**src/rtl/audio_pkg.sv**
```systemverilog
// rtl/audio_pkg.sv - shared sample types, limits and meter helpers for the monitor path
package audio_pkg;

  localparam int AUDIO_DATA_W  = 24;
  localparam int AUDIO_ATTEN_W = 4;
  localparam int ATTEN_MAX     = (1 << AUDIO_ATTEN_W) - 1;

  typedef logic signed [AUDIO_DATA_W-1:0] sample_t;

  // Magnitude of a sign-extended sample of the given width. The most negative
  // code has no positive twin, so it is pulled down to the largest positive value.
  function automatic logic [63:0] abs_sat(input logic signed [63:0] x, input int width);
    logic [63:0] mag;
    mag = x[63] ? -x : x;
    if (mag == (64'd1 << (width - 1))) begin
      mag = mag - 64'd1;
    end
    return mag;
  endfunction

  // Peak level at which LED idx of the bar lights.
  function automatic logic [63:0] led_threshold(input int data_w, input int leds, input int idx);
    return 64'd1 << (data_w - 1 - leds + idx);
  endfunction

endpackage

```
**src/rtl/audio_monitor_pipeline_if.sv**
```systemverilog
// rtl/audio_monitor_pipeline_if.sv - sample stream bundle between deserializer, monitor and serializer
//   i_data/i_data_valid : packed input samples (ch0 at LSBs) with 1-cycle strobe
//   o_data/o_data_valid : packed processed samples with 1-cycle strobe
//   master: stream source/sink side, slave: the monitor pipeline
interface audio_monitor_pipeline_if #(
  parameter int DATA_W = audio_pkg::AUDIO_DATA_W,
  parameter int NUM_CH = 2
);
  logic [NUM_CH*DATA_W-1:0] i_data;
  logic                     i_data_valid;
  logic [NUM_CH*DATA_W-1:0] o_data;
  logic                     o_data_valid;

  modport master (output i_data, output i_data_valid, input o_data, input o_data_valid);
  modport slave  (input i_data, input i_data_valid, output o_data, output o_data_valid);
endinterface

```
**src/rtl/button_debouncer.sv**
```systemverilog
// rtl/button_debouncer.sv - 2-FF synchroniser, stability counter and rising-edge pulse for one button
//   i_clock, i_reset : clock, async active-high reset
//   i_btn            : raw asynchronous button level
//   o_rise           : 1-cycle pulse when the debounced level goes high
module button_debouncer #(
  parameter int DEBOUNCE_CYC = 1000000
) (
  input  logic i_clock,
  input  logic i_reset,
  input  logic i_btn,
  output logic o_rise
);
  localparam int CNT_W = $clog2(DEBOUNCE_CYC + 1);

  logic [1:0]       sync_q, sync_d;
  logic             stable_q, stable_d;
  logic             rise_q, rise_d;
  logic [CNT_W-1:0] cnt_q, cnt_d;

  always_ff @(posedge i_clock or posedge i_reset) begin
    if (i_reset) begin
      sync_q   <= '0;
      stable_q <= 1'b0;
      rise_q   <= 1'b0;
      cnt_q    <= '0;
    end else begin
      sync_q   <= sync_d;
      stable_q <= stable_d;
      rise_q   <= rise_d;
      cnt_q    <= cnt_d;
    end
  end

  // The counter only runs while the synchronised level disagrees with the
  // accepted level; any bounce back resets it.
  always_comb begin
    sync_d   = {sync_q[0], i_btn};
    stable_d = stable_q;
    rise_d   = 1'b0;
    cnt_d    = '0;
    if (sync_q[1] != stable_q) begin
      if (cnt_q == CNT_W'(DEBOUNCE_CYC - 1)) begin
        stable_d = sync_q[1];
        rise_d   = sync_q[1];
      end else begin
        cnt_d = cnt_q + CNT_W'(1);
      end
    end
  end

  assign o_rise = rise_q;
endmodule

```
**src/rtl/audio_monitor_pipeline.sv**
```systemverilog
// rtl/audio_monitor_pipeline.sv - per-channel attenuation/mute pipeline with debounced buttons and peak-hold LED meter
//   i_clock, i_reset            : clock, async active-high reset
//   bus (slave)                 : i_data/i_data_valid in, o_data/o_data_valid out, 2-cycle latency
//   i_btn_up/down/sel/mute      : raw buttons acting on the selected channel
//   o_led                       : peak meter thermometer
//   o_sel_ch, o_mute            : selected channel, per-channel mute state
//   AUDIO_MON_SOFT_MUTE_EN      : when defined, mute ramps the shift by 1 per sample
//   The bus interface must be instantiated with the same DATA_W and NUM_CH.
module audio_monitor_pipeline
  import audio_pkg::*;
#(
  parameter int DATA_W       = AUDIO_DATA_W,
  parameter int NUM_CH       = 2,
  parameter int ATTEN_W      = AUDIO_ATTEN_W,
  parameter int DEBOUNCE_CYC = 1000000,
  parameter int METER_LEDS   = 8,
  parameter int HOLD_SAMPLES = 4800,
  localparam int SEL_W       = (NUM_CH > 1) ? $clog2(NUM_CH) : 1
) (
  input  logic                  i_clock,
  input  logic                  i_reset,
  audio_monitor_pipeline_if.slave bus,
  input  logic                  i_btn_up,
  input  logic                  i_btn_down,
  input  logic                  i_btn_sel,
  input  logic                  i_btn_mute,
  output logic [METER_LEDS-1:0] o_led,
  output logic [SEL_W-1:0]      o_sel_ch,
  output logic [NUM_CH-1:0]     o_mute
);
  localparam int SH_W   = $clog2(DATA_W);
  localparam int MAG_W  = DATA_W - 1;
  localparam int HOLD_W = $clog2(HOLD_SAMPLES + 1);

  logic up_rise, down_rise, sel_rise, mute_rise;

  button_debouncer #(.DEBOUNCE_CYC(DEBOUNCE_CYC)) u_db_up (
    .i_clock(i_clock), .i_reset(i_reset), .i_btn(i_btn_up), .o_rise(up_rise));
  button_debouncer #(.DEBOUNCE_CYC(DEBOUNCE_CYC)) u_db_down (
    .i_clock(i_clock), .i_reset(i_reset), .i_btn(i_btn_down), .o_rise(down_rise));
  button_debouncer #(.DEBOUNCE_CYC(DEBOUNCE_CYC)) u_db_sel (
    .i_clock(i_clock), .i_reset(i_reset), .i_btn(i_btn_sel), .o_rise(sel_rise));
  button_debouncer #(.DEBOUNCE_CYC(DEBOUNCE_CYC)) u_db_mute (
    .i_clock(i_clock), .i_reset(i_reset), .i_btn(i_btn_mute), .o_rise(mute_rise));

  // Control state
  logic [SEL_W-1:0]               sel_q, sel_d;
  logic [NUM_CH-1:0]              mute_q, mute_d;
  logic [NUM_CH-1:0][ATTEN_W-1:0] atten_q, atten_d;

  // Stage 1: captured samples plus the shift/zero decision frozen with them
  logic                           s1_valid_q, s1_valid_d;
  logic [NUM_CH-1:0][DATA_W-1:0]  s1_data_q, s1_data_d;
  logic [NUM_CH-1:0][SH_W-1:0]    s1_shift_q, s1_shift_d;
  logic [NUM_CH-1:0]              s1_zero_q, s1_zero_d;

  // Stage 2 and meter
  logic                           o_valid_q, o_valid_d;
  logic [NUM_CH-1:0][DATA_W-1:0]  o_data_q, o_data_d;
  logic [NUM_CH-1:0][DATA_W-1:0]  y_c;
  logic [NUM_CH-1:0][MAG_W-1:0]   mag_c;
  logic [MAG_W-1:0]               mag_max;
  logic [MAG_W-1:0]               peak_q, peak_d;
  logic [HOLD_W-1:0]              hold_q, hold_d;
  logic [METER_LEDS-1:0]          led_q, led_d;

`ifdef AUDIO_MON_SOFT_MUTE_EN
  logic [NUM_CH-1:0][SH_W-1:0]    ramp_q, ramp_d;
`endif

  always_ff @(posedge i_clock or posedge i_reset) begin
    if (i_reset) begin
      sel_q      <= '0;
      mute_q     <= '0;
      atten_q    <= '0;
      s1_valid_q <= 1'b0;
      s1_data_q  <= '0;
      s1_shift_q <= '0;
      s1_zero_q  <= '0;
      o_valid_q  <= 1'b0;
      o_data_q   <= '0;
      peak_q     <= '0;
      hold_q     <= '0;
      led_q      <= '0;
`ifdef AUDIO_MON_SOFT_MUTE_EN
      ramp_q     <= '0;
`endif
    end else begin
      sel_q      <= sel_d;
      mute_q     <= mute_d;
      atten_q    <= atten_d;
      s1_valid_q <= s1_valid_d;
      s1_data_q  <= s1_data_d;
      s1_shift_q <= s1_shift_d;
      s1_zero_q  <= s1_zero_d;
      o_valid_q  <= o_valid_d;
      o_data_q   <= o_data_d;
      peak_q     <= peak_d;
      hold_q     <= hold_d;
      led_q      <= led_d;
`ifdef AUDIO_MON_SOFT_MUTE_EN
      ramp_q     <= ramp_d;
`endif
    end
  end

  // Button actions all use the pre-update sel_q, so a simultaneous sel edge
  // lets the other edge land on the old channel.
  always_comb begin
    sel_d   = sel_q;
    mute_d  = mute_q;
    atten_d = atten_q;
    if (up_rise && !down_rise && (atten_q[sel_q] != '0)) begin
      atten_d[sel_q] = atten_q[sel_q] - ATTEN_W'(1);
    end
    if (down_rise && !up_rise && (atten_q[sel_q] != '1)) begin
      atten_d[sel_q] = atten_q[sel_q] + ATTEN_W'(1);
    end
    if (mute_rise) begin
      mute_d[sel_q] = ~mute_q[sel_q];
    end
    if (sel_rise) begin
      sel_d = (sel_q == SEL_W'(NUM_CH - 1)) ? '0 : sel_q + SEL_W'(1);
    end
  end

  // Stage 1: the attenuation/mute state is sampled only here, so control
  // changes take effect on sample boundaries.
  always_comb begin
    s1_valid_d = bus.i_data_valid;
    s1_data_d  = s1_data_q;
    s1_shift_d = s1_shift_q;
    s1_zero_d  = s1_zero_q;
`ifdef AUDIO_MON_SOFT_MUTE_EN
    ramp_d     = ramp_q;
`endif
    if (bus.i_data_valid) begin
      s1_data_d = bus.i_data;
      for (int c = 0; c < NUM_CH; c++) begin
`ifdef AUDIO_MON_SOFT_MUTE_EN
        // Muted: climb toward full shift. Unmuted: fall back one step at a
        // time while above atten, otherwise follow atten directly.
        if (mute_q[c]) begin
          if (ramp_q[c] < SH_W'(DATA_W - 1)) begin
            ramp_d[c] = ramp_q[c] + SH_W'(1);
          end
        end else if (ramp_q[c] > SH_W'(atten_q[c])) begin
          ramp_d[c] = ramp_q[c] - SH_W'(1);
        end else begin
          ramp_d[c] = SH_W'(atten_q[c]);
        end
        s1_shift_d[c] = ramp_d[c];
        s1_zero_d[c]  = mute_q[c] && (ramp_d[c] == SH_W'(DATA_W - 1));
`else
        s1_shift_d[c] = SH_W'(atten_q[c]);
        s1_zero_d[c]  = mute_q[c];
`endif
      end
    end
  end

  // Stage 2 datapath
  always_comb begin
    y_c   = '0;
    mag_c = '0;
    for (int c = 0; c < NUM_CH; c++) begin
      y_c[c]   = s1_zero_q[c] ? '0 : DATA_W'($signed(s1_data_q[c]) >>> s1_shift_q[c]);
      mag_c[c] = MAG_W'(abs_sat(64'($signed(y_c[c])), DATA_W));
    end
  end

  // Output register and meter; the meter only moves on output samples.
  always_comb begin
    o_valid_d = s1_valid_q;
    o_data_d  = o_data_q;
    peak_d    = peak_q;
    hold_d    = hold_q;
    mag_max   = '0;
    for (int c = 0; c < NUM_CH; c++) begin
      if (mag_c[c] > mag_max) begin
        mag_max = mag_c[c];
      end
    end
    if (s1_valid_q) begin
      o_data_d = y_c;
      if (mag_max >= peak_q) begin
        peak_d = mag_max;
        hold_d = '0;
      end else if (hold_q == HOLD_W'(HOLD_SAMPLES - 1)) begin
        peak_d = peak_q >> 1;
        hold_d = '0;
      end else begin
        hold_d = hold_q + HOLD_W'(1);
      end
    end
    for (int i = 0; i < METER_LEDS; i++) begin
      led_d[i] = (peak_d >= MAG_W'(led_threshold(DATA_W, METER_LEDS, i)));
    end
  end

  assign bus.o_data       = o_data_q;
  assign bus.o_data_valid = o_valid_q;
  assign o_led            = led_q;
  assign o_sel_ch         = sel_q;
  assign o_mute           = mute_q;
endmodule

```
**src/flat_wrapper.sv**
```systemverilog
// flat-port wrapper written by rule: the top's interface ports become plain ports
module audio_monitor_pipeline_flat import audio_pkg::*;
#(
  parameter int DATA_W       = AUDIO_DATA_W,
  parameter int NUM_CH       = 2,
  parameter int ATTEN_W      = AUDIO_ATTEN_W,
  parameter int DEBOUNCE_CYC = 1000000,
  parameter int METER_LEDS   = 8,
  parameter int HOLD_SAMPLES = 4800,
  localparam int SEL_W       = (NUM_CH > 1) ? $clog2(NUM_CH) : 1
)
  (i_clock, i_reset, i_btn_up, i_btn_down, i_btn_sel, i_btn_mute, o_led, o_sel_ch, o_mute, bus_i_data, bus_i_data_valid, bus_o_data, bus_o_data_valid);
  audio_monitor_pipeline_if #(.DATA_W(DATA_W), .NUM_CH(NUM_CH)) bus_i ();
  input  logic i_clock;
  input  logic i_reset;
  input  logic i_btn_up;
  input  logic i_btn_down;
  input  logic i_btn_sel;
  input  logic i_btn_mute;
  output logic [METER_LEDS-1:0] o_led;
  output logic [SEL_W-1:0] o_sel_ch;
  output logic [NUM_CH-1:0] o_mute;
  input wire logic [$bits(bus_i.i_data)-1:0] bus_i_data;
  input wire logic [$bits(bus_i.i_data_valid)-1:0] bus_i_data_valid;
  output wire logic [$bits(bus_i.o_data)-1:0] bus_o_data;
  output wire logic [$bits(bus_i.o_data_valid)-1:0] bus_o_data_valid;
  assign bus_i.i_data = bus_i_data;
  assign bus_i.i_data_valid = bus_i_data_valid;
  assign bus_o_data = bus_i.o_data;
  assign bus_o_data_valid = bus_i.o_data_valid;
  audio_monitor_pipeline #(.DATA_W(DATA_W), .NUM_CH(NUM_CH), .ATTEN_W(ATTEN_W), .DEBOUNCE_CYC(DEBOUNCE_CYC), .METER_LEDS(METER_LEDS), .HOLD_SAMPLES(HOLD_SAMPLES)) u_core (.i_clock(i_clock), .i_reset(i_reset), .bus(bus_i), .i_btn_up(i_btn_up), .i_btn_down(i_btn_down), .i_btn_sel(i_btn_sel), .i_btn_mute(i_btn_mute), .o_led(o_led), .o_sel_ch(o_sel_ch), .o_mute(o_mute));
endmodule
```
**config.mk**
```make
export PLATFORM = sky130hd
export DESIGN_NAME = audio_monitor_pipeline_flat
export DESIGN_NICKNAME = d
export VERILOG_FILES = /design/src/rtl/audio_pkg.sv /design/src/rtl/audio_monitor_pipeline_if.sv /design/src/rtl/button_debouncer.sv /design/src/rtl/audio_monitor_pipeline.sv /design/src/flat_wrapper.sv
export SDC_FILE = /design/constraint.sdc
export NUM_CORES = 1
export LEC_CHECK = 0
export CORE_MARGIN = 1.5
export CORE_UTILIZATION = 50
export CTS_BUF_LIST = sky130_fd_sc_hd__clkbuf_16
export DETAILED_ROUTE_END_ITERATION = 10
export PLACE_DENSITY_LB_ADDON = 0.25
export REMOVE_ABC_BUFFERS = 1
export SLEW_MARGIN = 15
export SYNTH_ARGS = -nofsm -noshare
export SYNTH_HDL_FRONTEND = slang
export SYNTH_SLANG_ARGS = --single-unit
export TNS_END_PERCENT = 20
```
**constraint.sdc**
```tcl
create_clock -name i_clock -period 19.75 [get_ports i_clock]
set_input_delay 1.975 -clock i_clock [delete_from_list [all_inputs] [get_ports i_clock]]
set_output_delay 1.975 -clock i_clock [all_outputs]
set_load 0.005 [all_outputs]
```
-- After elaboration in Yosys (flattened, before gate mapping)
Cells that the tools add are included.
W data, S select, Z words.
- word-level logic and storage cells: 127
- flip-flop bits (word level): 259
- input port bits: 55
- equality and inequality tests: 12
- $add $sub $neg: 12
- order comparisons: 13
- shift-type cells: 2
- bitwise gates (word level): 1
- reduce and logical (&&, ||, !) cells: 12
- multiplexer cells: 43
- operators by type and width (operator ; number):
    $mux W23 ; 7
    $mux W20 ; 8
    $eq A64 B24 Y1 const B ; 2
    $mux W64 ; 2
    $neg A24 Y64 ; 2
    $add A20 B1 Y20 const B ; 4
    $eq A20 B20 Y1 const B ; 4
    $mux W24 ; 2
    $sshr A24 B4 Y24 ; 2
    $sub A23 B1 Y23 const B ; 2
    $mux W13 ; 2
    $ge A23 B16 Y1 const B ; 1
    $ge A23 B17 Y1 const B ; 1
    $ge A23 B18 Y1 const B ; 1
    $ge A23 B19 Y1 const B ; 1
    $ge A23 B20 Y1 const B ; 1
    $ge A23 B21 Y1 const B ; 1
    $ge A23 B22 Y1 const B ; 1
    $ge A23 B23 Y1 ; 1
    $ge A23 B23 Y1 const B ; 1
    $gt A23 B1 Y1 const B ; 1
    $gt A23 B23 Y1 ; 1
    $bwmux W8 ; 2
    $mux W8 ; 2
    19 further kinds ; 43

-- Longest topological paths before layout
Gate-level depths: netlist (run 1).
- depth after elaboration: 14
- gate-level depth with buffers: 43
- mapped depth without buffers: 37

-- Modules after synthesis
A second synthesis (run 1) with hierarchy kept.
- cell total of the unflattened synthesis: 1786
- area total of the unflattened synthesis: 17506.8 um^2
- modules (own cells, without submodules) (module ; instances ; cells each ; area each (um^2)):
    audio_monitor_pipeline ; 1 ; 1354 ; 12752.2
    button_debouncer ; 4 ; 108 ; 1188.6

-- Least setup slack after synthesis (run 1)
OpenSTA, ideal clock, no wires.
- path type: reg-to-reg
- start point: reg u_core.s1_shift_q[5] in the netlist's numbering
- end point: reg u_core.led_q[0], in the netlist u_core.o_led[0]
- arrival time: 9.008 ns
- stages on the path, launching flop included: 40
- setup slack: 10.604 ns
- clock period less this slack: 9.146 ns
- path buffers: 8
- path through: dfrtp_1 -> buf_4 -> buf_2 -> buf_2 -> mux2_2 -> or3_1 -> nand4_1 -> and2_1 -> ha_1 -> o211ai_1 -> ha_1 -> inv_1 -> or4b_2 -> o21bai_1 -> or4_1 -> buf_2 -> mux2i_1 -> ha_1 -> (+4 left out) -> o21ai_0 -> a21o_1 -> clkbuf_1 -> buf_1 -> buf_1 -> a21oi_1 -> ha_1 -> and3_1 -> nand4_1 -> o311ai_0 -> o21ai_0 -> and3_1 -> clkbuf_1 -> a21oi_1 -> o22ai_1 -> a211o_1 -> nor4_2 -> nand4_1
- word-level cells in the longest chain between the ends: 12
- elaborated cells on any way between the ends: 13
- those cells by class: 2 x add/sub; 3 x order compare; 1 x eq/ne; 1 x shift; 6 x mux
- RTL lines (item ; RTL line ; source):
    start: declaration ; audio_monitor_pipeline.sv:54 ; logic [NUM_CH-1:0][SH_W-1:0] s1_shift_q, s1_shift_d;
    start signal: assignment ; audio_monitor_pipeline.sv:94 ; s1_shift_q <= s1_shift_d;
    $sshr A24 B4 Y24 (*) ; audio_monitor_pipeline.sv:167 ; y_c[c] = s1_zero_q[c] ? '0 : DATA_W'($signed(s1_data_q[c]) >>> s1_shift_q[c]);
    $mux W24 (*) ; audio_monitor_pipeline.sv:167 ;
    $neg A24 Y64 ; audio_pkg.sv:14 ; mag = x[63] ? -x : x;
    $mux W64 (*) ; audio_pkg.sv:14 ;
    $sub A23 B1 Y23 or $eq A64 B24 Y1 (tied branches) ; audio_pkg.sv:16, audio_pkg.sv:15 ;
    $mux W23 (*) ; audio_pkg.sv:15 ; if (mag == (64'd1 << (width - 1))) begin
    $gt A23 B23 Y1 ; audio_monitor_pipeline.sv:180 ; if (mag_c[c] > mag_max) begin
    $mux W23 (*) ; audio_monitor_pipeline.sv:180 ;
    $ge A23 B23 Y1 ; audio_monitor_pipeline.sv:186 ; if (mag_max >= peak_q) begin
    $mux W23 (*) ; audio_monitor_pipeline.sv:186 ;
    $mux W23 (*) ; audio_monitor_pipeline.sv:184 ; if (s1_valid_q) begin
    named net u_core.peak_d[20] ; audio_monitor_pipeline.sv:63 ; logic [MAG_W-1:0] peak_q, peak_d;
    $ge A23 B16 Y1 (*) ; audio_monitor_pipeline.sv:197 ; led_d[i] = (peak_d >= MAG_W'(led_threshold(DATA_W, METER_LEDS, i)));
    named net u_core.led_d[0] ; audio_monitor_pipeline.sv:65 ; logic [METER_LEDS-1:0] led_q, led_d;
    end signal: assignment ; audio_monitor_pipeline.sv:100 ; led_q <= led_d;
    end: declaration ; audio_monitor_pipeline.sv:65 ;
Mark *: on every way through the listed nets, which the timed path passes. The rest lies on a longest branch.
A chain may end at the register's enable or synchronous reset.

-- Worst setup path in the final report (run 1)
Same ends and word-level chain as after synthesis.

==> impl_metrics.ini, run 1 <==
[logic_synthesis]
syn_area_mm2 = 0.01713
synth_edf_count = 0
seq_area_frac_synth_pct = 37.85
yosys_register_bits = 259
async_flop_share_pct = 100.0
synth.distinct_cells = 92
ys_warn_count = 0
postSynthCellCount = 1786
synth_flop_cell = dfrtp_1
syn_avg_cell_area_um2 = 9.589

[placed_design]
place_ws_ns = 9.629
dp_hpwl_um = 33130
placedInstanceArea_mm2 = 0.01857
dp_cells = 2271
io_buffers = 114
finalWeightedCongestion = 0.9907

[route]
vias = 14300
totalWireLength_um = 45550
drtIter0Drc = 1256
vias_per_cell = 6.149
drc = 0
ant_nets = 0
wl_per_cell_um = 19.58
first_pass_iters = 7

[timing]
clock_skew_ns = 0.03377
slew_viol_final = 0
slew_headroom_pct = 32.92
hold_slack_ns = 0.3464
setup-tns-final_ns = 0
finalCriticalPeriod_ns = 10.36
worstMarginPinSlew_ns = 1.006
min_period_over_period_pct = 52.45
setup_ws_ns = 9.391
fmax_ghz = 0.09654
hold_viol_final = 0
setup_violations = 0
rsz0062_at_grt = no

[global_route]
gr-usage-met3_pct = 3.425
grt_pass1_wl_um = 75010
antenna_found_initial = 0
grt_pass1_vias = 13750
busiest_layer = met2
grt.total_usage_pct = 26.04
use_met1_pct = 37.75
overflow = 0
grt_max_degree = 132
use_met2_pct = 41.12

[cts]
post_cts_buffers = 0
cts_sinks = 259
holdBufCountCts = 0
cts_resized = 0
clk_path_buf_depth = 3
ctsRootBufferMaster = clkbuf_16
cts_buffers = 30
cts_tree = yes
clk_pin_slew_ns = 0.06
clk_latency_ns = 0.59
htreeDepth = 1

[critical_path]
reg2reg_from = u_core.s1_shift_q[5]
cp.arrival_ns = 10.79
critical_path_class = reg2reg
slowest_stage = a21oi_1
r2r_cells = 32
worst_path_dominant_cell_family = compound AO/OA/AOI/OAI gates
endpoint_kind = flop
cp_max_fo = 44
worstPathRequired_ns = 20.18
r2r-end = u_core.o_led[0]
r2r_setup_slack_ns = 9.39
critPathBufInv = 2
critPathMaxStageDelay_ns = 0.70
setup.worst_path.start_class = flop

[power_and_ir_drop]
pwr-share-clk_pct = 30.7
p_sw_mw = 0.6056
pwr-share-seq_pct = 36.4
finalPower_mw = 1.758
combPwrFrac_pct = 32.9
irDropWorstVdd_v = 0.00007247
switching_share_pct = 34.44
p_leak_nw = 8.134
power.density_mw_per_mm2 = 89.99
intPower_mw = 1.153

[run]
drv_cap = 0

[hold_path]
whs_path_depth = 0
hp-start = u_core.u_db_sel.sync_q[0]
min_to = u_core.u_db_sel.sync_q[1]
holdCritPathClass = reg2reg

[floorplan]
core-area_mm2 = 0.03362
die_h_um = 188.1
io_pins = 115
initial_utilization_pct = 50.94
die_x_um = 188.1
row_count = 67
die_area_mm2 = 0.03537

[layout]
areaGrowthSynthToFinish_pct = 14.09
multi_input_area_mm2 = 0.009977
drive_gt1_share_pct = 13.26
design_area_mm2 = 0.01954
post-route-util_pct = 58.12
diodes = 0
stdcell_count = 2326
fillers = 2921
seq_area_mm2 = 0.006485
final_nets = 1968

[status]
status = finished clean
[registers in the layout, summed over array words and instances, names as in the netlist, 13 cells and up, named ones only]
| register | flops |
|---|---|
| u_core.s1_data_q | 48 |
| u_core.hold_q | 13 |
| u_core.u_db_sel.cnt_q | 20 |
| u_core.u_db_mute.cnt_q | 20 |
| u_core.peak_q | 23 |
| u_core.bus.o_data | 48 |
| u_core.u_db_up.cnt_q | 20 |
| u_core.u_db_down.cnt_q | 20 |
[cell type report]
class	count	area share, %
clock buffer	30	3.842
clock inverter	25	1.127
inverter	73	1.441
multi-input combinational	1360	51.06
sequential	259	33.19
tap	448	2.869
timing repair buffer	131	6.468
[synthesized netlist by cell type, types with 5 or more instances]
master	instances	share of area [%]
mux4_2	45	5.9
a21oi_1	92	2.7
xor2_1	53	2.7
inv_1	70	1.5
nand2b_1	14	0.51
buf_1	10	0.22
nor3b_1	7	0.31
o22ai_1	19	0.69
or2_2	11	0.40
o21a_1	13	0.57
o31ai_1	10	0.44
and2_1	9	0.33
clkbuf_1	68	1.5
nor4_1	6	0.22
and4_1	5	0.26
o221a_2	7	0.46
nand3_1	70	2.0
o2bb2ai_1	10	0.51
o211ai_1	12	0.53
nor3_1	23	0.67
a211oi_1	7	0.31
ha_1	58	4.2
a221oi_1	5	0.26
a22o_1	11	0.56
and3_1	46	1.7
nor2b_1	17	0.62
dfrtp_1	259	38
mux2_2	102	6.7
o211a_1	5	0.29
nor2_1	190	4.2
xnor2_1	55	2.8
a21o_1	14	0.61
o41ai_1	8	0.41
a31oi_1	15	0.55
o21ai_0	97	2.8
a22oi_1	19	0.83
mux2i_1	53	3.1
and4b_1	5	0.29
or3_1	14	0.51
buf_2	11	0.32
nand2_1	125	2.7
nand4_1	30	1.1
[layer usage]
metal / wire (um) / vias up
met5: 0 / -
met4: 1126 / 0
met3: 2864 / 79
met2: 21070 / 536
met1: 20490 / 6994
li1: - / 6693
[cells by family after synthesis]
family                   after synthesis  share of synthesized area (%)
buffers and inverters                167                          3.894
AO/OA/AOI/OAI                        393                          15.09
AND/OR/NAND/NOR                      598                          17.37
XOR/XNOR                             108                          5.524
adder cells (fa/ha/maj)               58                          4.238
flip-flops                           259                          37.85
multiplexers                         203                          16.04
[power groups by stage]
stage	sequential [mW]	combinational, mW	clock (mW)
2_1_floorplan	0.633	0.384	0
3_3_place_gp	0.648	0.563	0
3_5_place_dp	0.647	0.567	0
4_1_cts	0.639	0.572	0.554
5_1_grt	0.647	0.643	0.577
6_report	0.639	0.579	0.540
[cells in the final DEF (no fill, tap or decap), drive strengths merged, types with 30 or more instances in the layout]
cell type and count:
nor2 191, and3 46, clkdlybuf4s50 113, clkbuf 30, mux2i 54, nand2 125, mux2 103, ha 58
nand3 70, dfrtp 259, o21ai 100, inv 76, a21oi 93, xnor2 55, xor2 53, mux4 46
nand4 30
[worst max path at each step]
stage | start | endpoint | slack [ns] | cells after the start
final | u_core.s1_shift_q[5] | u_core.o_led[0] | 9.39 | 32
after CTS | u_core.s1_shift_q[5] | u_core.o_led[0] | 9.56 | 32
after detailed placement | u_core.s1_shift_q[5] | u_core.o_led[0] | 9.63 | 32
after floorplan | u_core.s1_shift_q[5] | u_core.o_led[0] | 9.83 | 33
after global routing | u_core.s1_shift_q[5] | u_core.o_led[0] | 8.57 | 33
after global placement | u_core.s1_shift_q[5] | u_core.o_led[0] | 9.93 | 33
No activity file was read; power rests on OpenSTA's default activity.
==> run 2: changes to the inputs <==
Clock period 19.75 ns to 8.3 ns, I/O delays scaled along.
==> impl_metrics.ini, run 2 (same netlist as run 1, synthesis figures left out) <==
[power_and_ir_drop]
pwr-share-clk_pct = 29.8
p_leak_nw = 8.600
p_sw_mw = 1.546
pwr-share-seq_pct = 33.8
intPower_mw = 2.953
combPwrFrac_pct = 36.3
irDropWorstVdd_v = 0.0001803
power.density_mw_per_mm2 = 219.0
switching_share_pct = 34.36

[floorplan]
initial_utilization_pct = 50.94
die_h_um = 188.1
die_x_um = 188.1
row_count = 67
io_pins = 115
core-area_mm2 = 0.03362
die_area_mm2 = 0.03537

[route]
vias_per_cell = 6.099
vias = 14690
drc = 0
drtIter0Drc = 1303
totalWireLength_um = 48090
ant_nets = 0
first_pass_iters = 5
wl_per_cell_um = 19.96

[cts]
ctsRootBufferMaster = clkbuf_16
holdBufCountCts = 0
clk_pin_slew_ns = 0.06
cts_sinks = 259
clk_latency_ns = 0.59
cts_buffers = 29
cts_tree = yes
htreeDepth = 1
clk_path_buf_depth = 3

[layout]
mostFrequentLayoutCells = dfrtp_1 (256), nor2_1 (189), nand2_1 (123), clkdlybuf4s50_1 (113), mux2_2 (100)
design_area_mm2 = 0.02054
drive_gt1_share_pct = 19.34
areaGrowthSynthToFinish_pct = 19.96
final_nets = 2050
final_common_cell = dfrtp_1
post-route-util_pct = 61.11

[timing]
worstMarginPinSlew_ns = 0.9012
setup_violations = 0
finalCriticalPeriod_ns = 8.051
min_period_over_period_pct = 97.00
hold_viol_final = 0
slew_viol_final = 0
fmax_ghz = 0.1242
clock_skew_ns = 0.01974
slew_headroom_pct = 39.92

[critical_path]
cp.arrival_ns = 8.49
worstPathRequired_ns = 8.74
setup.worst_path.start_class = flop
endpoint_kind = flop
slowest_stage = or4_4
cp_max_fo = 8
critPathMaxStageDelay_ns = 0.58
critical_path_class = reg2reg

[global_route]
grt_pass1_wl_um = 76930
grt.total_usage_pct = 26.84
grt_pass1_vias = 14180
overflow = 0
grt_max_degree = 131
antenna_found_initial = 1

[placed_design]
finalWeightedCongestion = 0.9877
dp_hpwl_um = 35060
io_buffers = 114
placedInstanceArea_mm2 = 0.01909

[hold_path]
holdCritPathClass = reg2reg

[status]
status = finished clean

[run]
drv_cap = 0
[run 2: cell type report]
type / count / area, um^2
multi-input cells: 1360 / 10250
flip-flops and latches: 259 / 6485
inverters: 73 / 281.5
diodes: 1 / 2.502
repair buffers: 214 / 1968
fillers: 2843 / 13070
well taps: 448 / 560.5
clock inverters: 25 / 274.0
clock buffers: 29 / 725.7
[run 2: path summary, 6_finish.rpt]
kind                                                 start                          to  slack (ns)  cells after the start
worst max-delay path                  u_core.s1_shift_q[5]             u_core.o_led[0]        0.25                     35
max in group asynchronous                          i_reset       u_core.bus.o_data[33]        6.22                      3
worst max register to register        u_core.s1_shift_q[5]             u_core.o_led[0]        0.25                     35
worst min register to register  u_core.u_db_mute.sync_q[0]  u_core.u_db_mute.sync_q[1]        0.35                      0
worst min-delay path            u_core.u_db_mute.sync_q[0]  u_core.u_db_mute.sync_q[1]        0.35                      0
min in group asynchronous                          i_reset  u_core.u_db_down.sync_q[0]        0.83                      2
[run 2: power by group through the flow]
stage | logic, mW | clock network [mW] | registers (mW)
after global placement | 1.45 | 0 | 1.54
after global routing | 1.79 | 1.43 | 1.54
after detailed placement | 1.47 | 0 | 1.54
final | 1.64 | 1.34 | 1.52
after CTS | 1.49 | 1.37 | 1.52
after floorplan | 0.914 | 0 | 1.51
[run 2: per-stage QoR]
step                      total power, mW  TNS (ns)  instances  worst slack, ns  hold WS (ns)
after floorplan                     2.421    -46.70       1692           -1.616        0.3312
after global placement              2.988  -0.01341       2337         -0.01341        0.3321
after detailed placement            3.015   -0.7228       2337          -0.1840        0.3347
after CTS                           4.384         0       2393         0.008877        0.3488
after global routing                4.750  -0.03548       2408         -0.03544        0.3553
final                               4.499         0       2409           0.2493        0.3473
[run 2: layer usage]
layer	routed length, um	vias up	global-route usage (%)	share of wire (%)
met5	0	-	0	0
met4	1562	0	8.492	3.2
met3	3154	105	4.716	6.6
met2	22020	514	42.12	46
met1	21360	7222	37.79	44
li1	-	6851	-	-
[run 2: timing repair]
item / 4_1_cts / 5_1_grt
endpoints found under the setup margin: 6 / 33
buffers inserted: 2 / 13
gates cloned: 0 / 2
pin swaps: 1 / 32
resized for setup: 6 / 61
[run 2: worst max-delay path, delay by kind of cell (launching register included)]
kind,cells,cell delay [ns]
fa+ha+maj,4,1.03
buf+inv,6,0.78
compound gates,14,2.61
simple gates,8,2.11
flops,1,0.44
mux,3,0.93
==> run 3: changes to the inputs <==
Settings changed: SYNTH_HIERARCHICAL set to 1.
==> impl_metrics.ini, run 3 <==
[timing]
slew_headroom_pct = 33.32
fmax_ghz = 0.1256
min_period_over_period_pct = 95.90
hold_viol_final = 0
clock_skew_ns = 0.02413
setup_violations = 0
hold_slack_ns = 0.3462
worstMarginPinSlew_ns = 0.9968
finalCriticalPeriod_ns = 7.960
slew_viol_final = 0

[floorplan]
row_count = 68
die_area_mm2 = 0.03615
core-area_mm2 = 0.03454
initial_utilization_pct = 50.68
io_pins = 115
die_h_um = 190.1
die_x_um = 190.1

[layout]
seq_area_mm2 = 0.006485
design_area_mm2 = 0.02058
drive_gt1_share_pct = 18.60
diodes = 0
final_common_cell = dfrtp_1
final_nets = 2042
areaGrowthSynthToFinish_pct = 17.58
fillers = 2987
mostFrequentLayoutCells = dfrtp_1 (256), nor2_1 (185), nand2_1 (145), clkdlybuf4s50_1 (113), a21oi_1 (94)
multi_input_area_mm2 = 0.01047

[critical_path]
worst_path_dominant_cell_family = compound AO/OA/AOI/OAI gates
endpoint_kind = flop
cp.depth = 31
r2r_cells = 31
critPathBufInv = 2
critPathMaxStageDelay_ns = 0.53
r2r-end = u_core/o_led[0]
critPathCapture = u_core/o_led[0]
cp.arrival_ns = 8.48
cpMostUsedCell = a21o_1
setup.worst_path.start_class = flop
slowest_stage = mux4_2
worstPathRequired_ns = 8.82
critical_path_class = reg2reg
reg2reg_from = u_core/s1_shift_q[1]
r2r_setup_slack_ns = 0.34
cp_max_fo = 22
startpoint = u_core/s1_shift_q[1]

[cts]
clk_pin_slew_ns = 0.06
cts_buffers = 29
cts_tree = yes
ctsRootBufferMaster = clkbuf_16
htreeDepth = 1
cts_sinks = 259
clk_latency_ns = 0.59
clk_path_buf_depth = 3
holdBufCountCts = 0

[logic_synthesis]
yosys-top-cells-area = dfrtp_1 (37%), mux2_2 (5.7%), mux4_2 (5.1%)
postSynthCellCount = 1786
yosysTopAreaCell = dfrtp_1
yosys_register_bits = 259
syn_avg_cell_area_um2 = 9.802
synth_top_area_share_pct = 37.02
seq_area_frac_synth_pct = 37.02
syn_area_mm2 = 0.01751
synth.distinct_cells = 103
synthTopCellsByCount = dfrtp_1 (259), nor2_1 (187), nand2_1 (146), a21oi_1 (97), mux2_2 (88)
synth_edf_count = 0
synth_most_common_cell = dfrtp_1
ys_warn_count = 6
synth_flop_cell = dfrtp_1
async_flop_share_pct = 100.0

[global_route]
antenna_found_initial = 0
grt_pass1_vias = 14230
grt_max_degree = 100
overflow = 0
grt.total_usage_pct = 26.26
grt_pass1_wl_um = 76690

[route]
totalWireLength_um = 47030
vias = 14680
drc = 0
wl_per_cell_um = 19.54
ant_nets = 0
vias_per_cell = 6.101
first_pass_iters = 5
drtIter0Drc = 1235

[power_and_ir_drop]
combPwrFrac_pct = 34.9
p_leak_nw = 8.609
pwr-share-seq_pct = 34.8
p_sw_mw = 1.486
pwr-share-clk_pct = 30.3
power.density_mw_per_mm2 = 210.3
irDropWorstVdd_v = 0.0001908
switching_share_pct = 34.32
intPower_mw = 2.844

[hold_path]
holdCritPathClass = reg2reg

[placed_design]
finalWeightedCongestion = 0.9547
placedInstanceArea_mm2 = 0.01937
dp_hpwl_um = 34700
io_buffers = 114

[status]
status = finished clean

[run]
drv_cap = 0
## run 3: worst min-delay path by stage
stage,startpoint,to,cells after the start
after floorplan,u_core/u_db_down/sync_q[0],u_core/u_db_down/sync_q[1],0
after global placement,u_core/u_db_sel/sync_q[0],u_core/u_db_sel/sync_q[1],0
after detailed placement,u_core/u_db_sel/sync_q[0],u_core/u_db_sel/sync_q[1],0
after CTS,u_core/u_db_sel/sync_q[0],u_core/u_db_sel/sync_q[1],0
after global routing,u_core/u_db_up/sync_q[0],u_core/u_db_up/sync_q[1],0
final,u_core/u_db_sel/sync_q[0],u_core/u_db_sel/sync_q[1],0
## run 3: power groups by stage
stage	clock [mW]	combinational [mW]	sequential (mW)
final	1.31	1.51	1.51
after CTS	1.35	1.46	1.51
after detailed placement	0	1.45	1.53
after global routing	1.40	1.67	1.52
after global placement	0	1.42	1.52
after floorplan	0	0.932	1.51
## run 3: what timing repair did
item	in CTS	in global routing
pin swaps	0	4
setup endpoints to repair	34	41
gates resized for setup	6	31
cloned	0	1
setup buffers	0	7
endpoints found under the hold margin	0	0
## run 3: per-layer routing
layer	up-vias	track usage, %	share of wire, %
met5	-	0	0
li1	6913	-	-
met3	82	4.151	5.9
met4	0	7.540	2.9
met1	7257	36.02	43
met2	432	42.93	48
## run 3: worst register-to-register path, delay by kind of cell (launching register included)
kind | cells | cell delay [ns]
AO/OA/AOI/OAI | 19 | 4.13
AND/OR/NAND/NOR | 7 | 1.76
flip-flops | 1 | 0.49
multiplexers | 1 | 0.53
adder cells (fa/ha/maj) | 2 | 0.58
buffers and inverters | 2 | 0.41
## run 3: logic make-up (layout without fill, tap and decap cells)
logic type      Yosys count  after routing  synth area share (%)
mux                     202            202                 15.23
buf+inv                 153            319                 4.138
xor+xnor                 96             96                 4.803
simple gates            604            604                 18.25
compound gates          414            414                 16.41
fa+ha+maj                58             58                 4.145
flops                   259            259                 37.02
## run 3: area by class of cell
cell class | instances | area share, %
repair buffers | 199 | 8.941
inverters | 66 | 1.228
clock buffers | 29 | 3.525
multi-input cells | 1374 | 50.85
well taps | 455 | 2.766
clock inverters | 25 | 1.191
flip-flops and latches | 259 | 31.50
## run 3: stage by stage
| stage | std cells | power [mW] | utilization, % | setup slack (ns) | setup TNS, ns |
|---|---|---|---|---|---|
| floorplan | 1699 | 2.438 | - | -3.352 | -131.75 |
| CTS | 2399 | 4.318 | 58.95 | 0.01737 | 0 |
| finish | 2407 | 4.330 | 59.59 | 0.3401 | 0 |
| detailed placement | 2345 | 2.972 | 56.09 | -0.2951 | -4.223 |
| global placement | 2345 | 2.946 | 56.09 | -0.2138 | -2.505 |
| global route | 2407 | 4.590 | 59.59 | -0.04045 | -0.09202 |
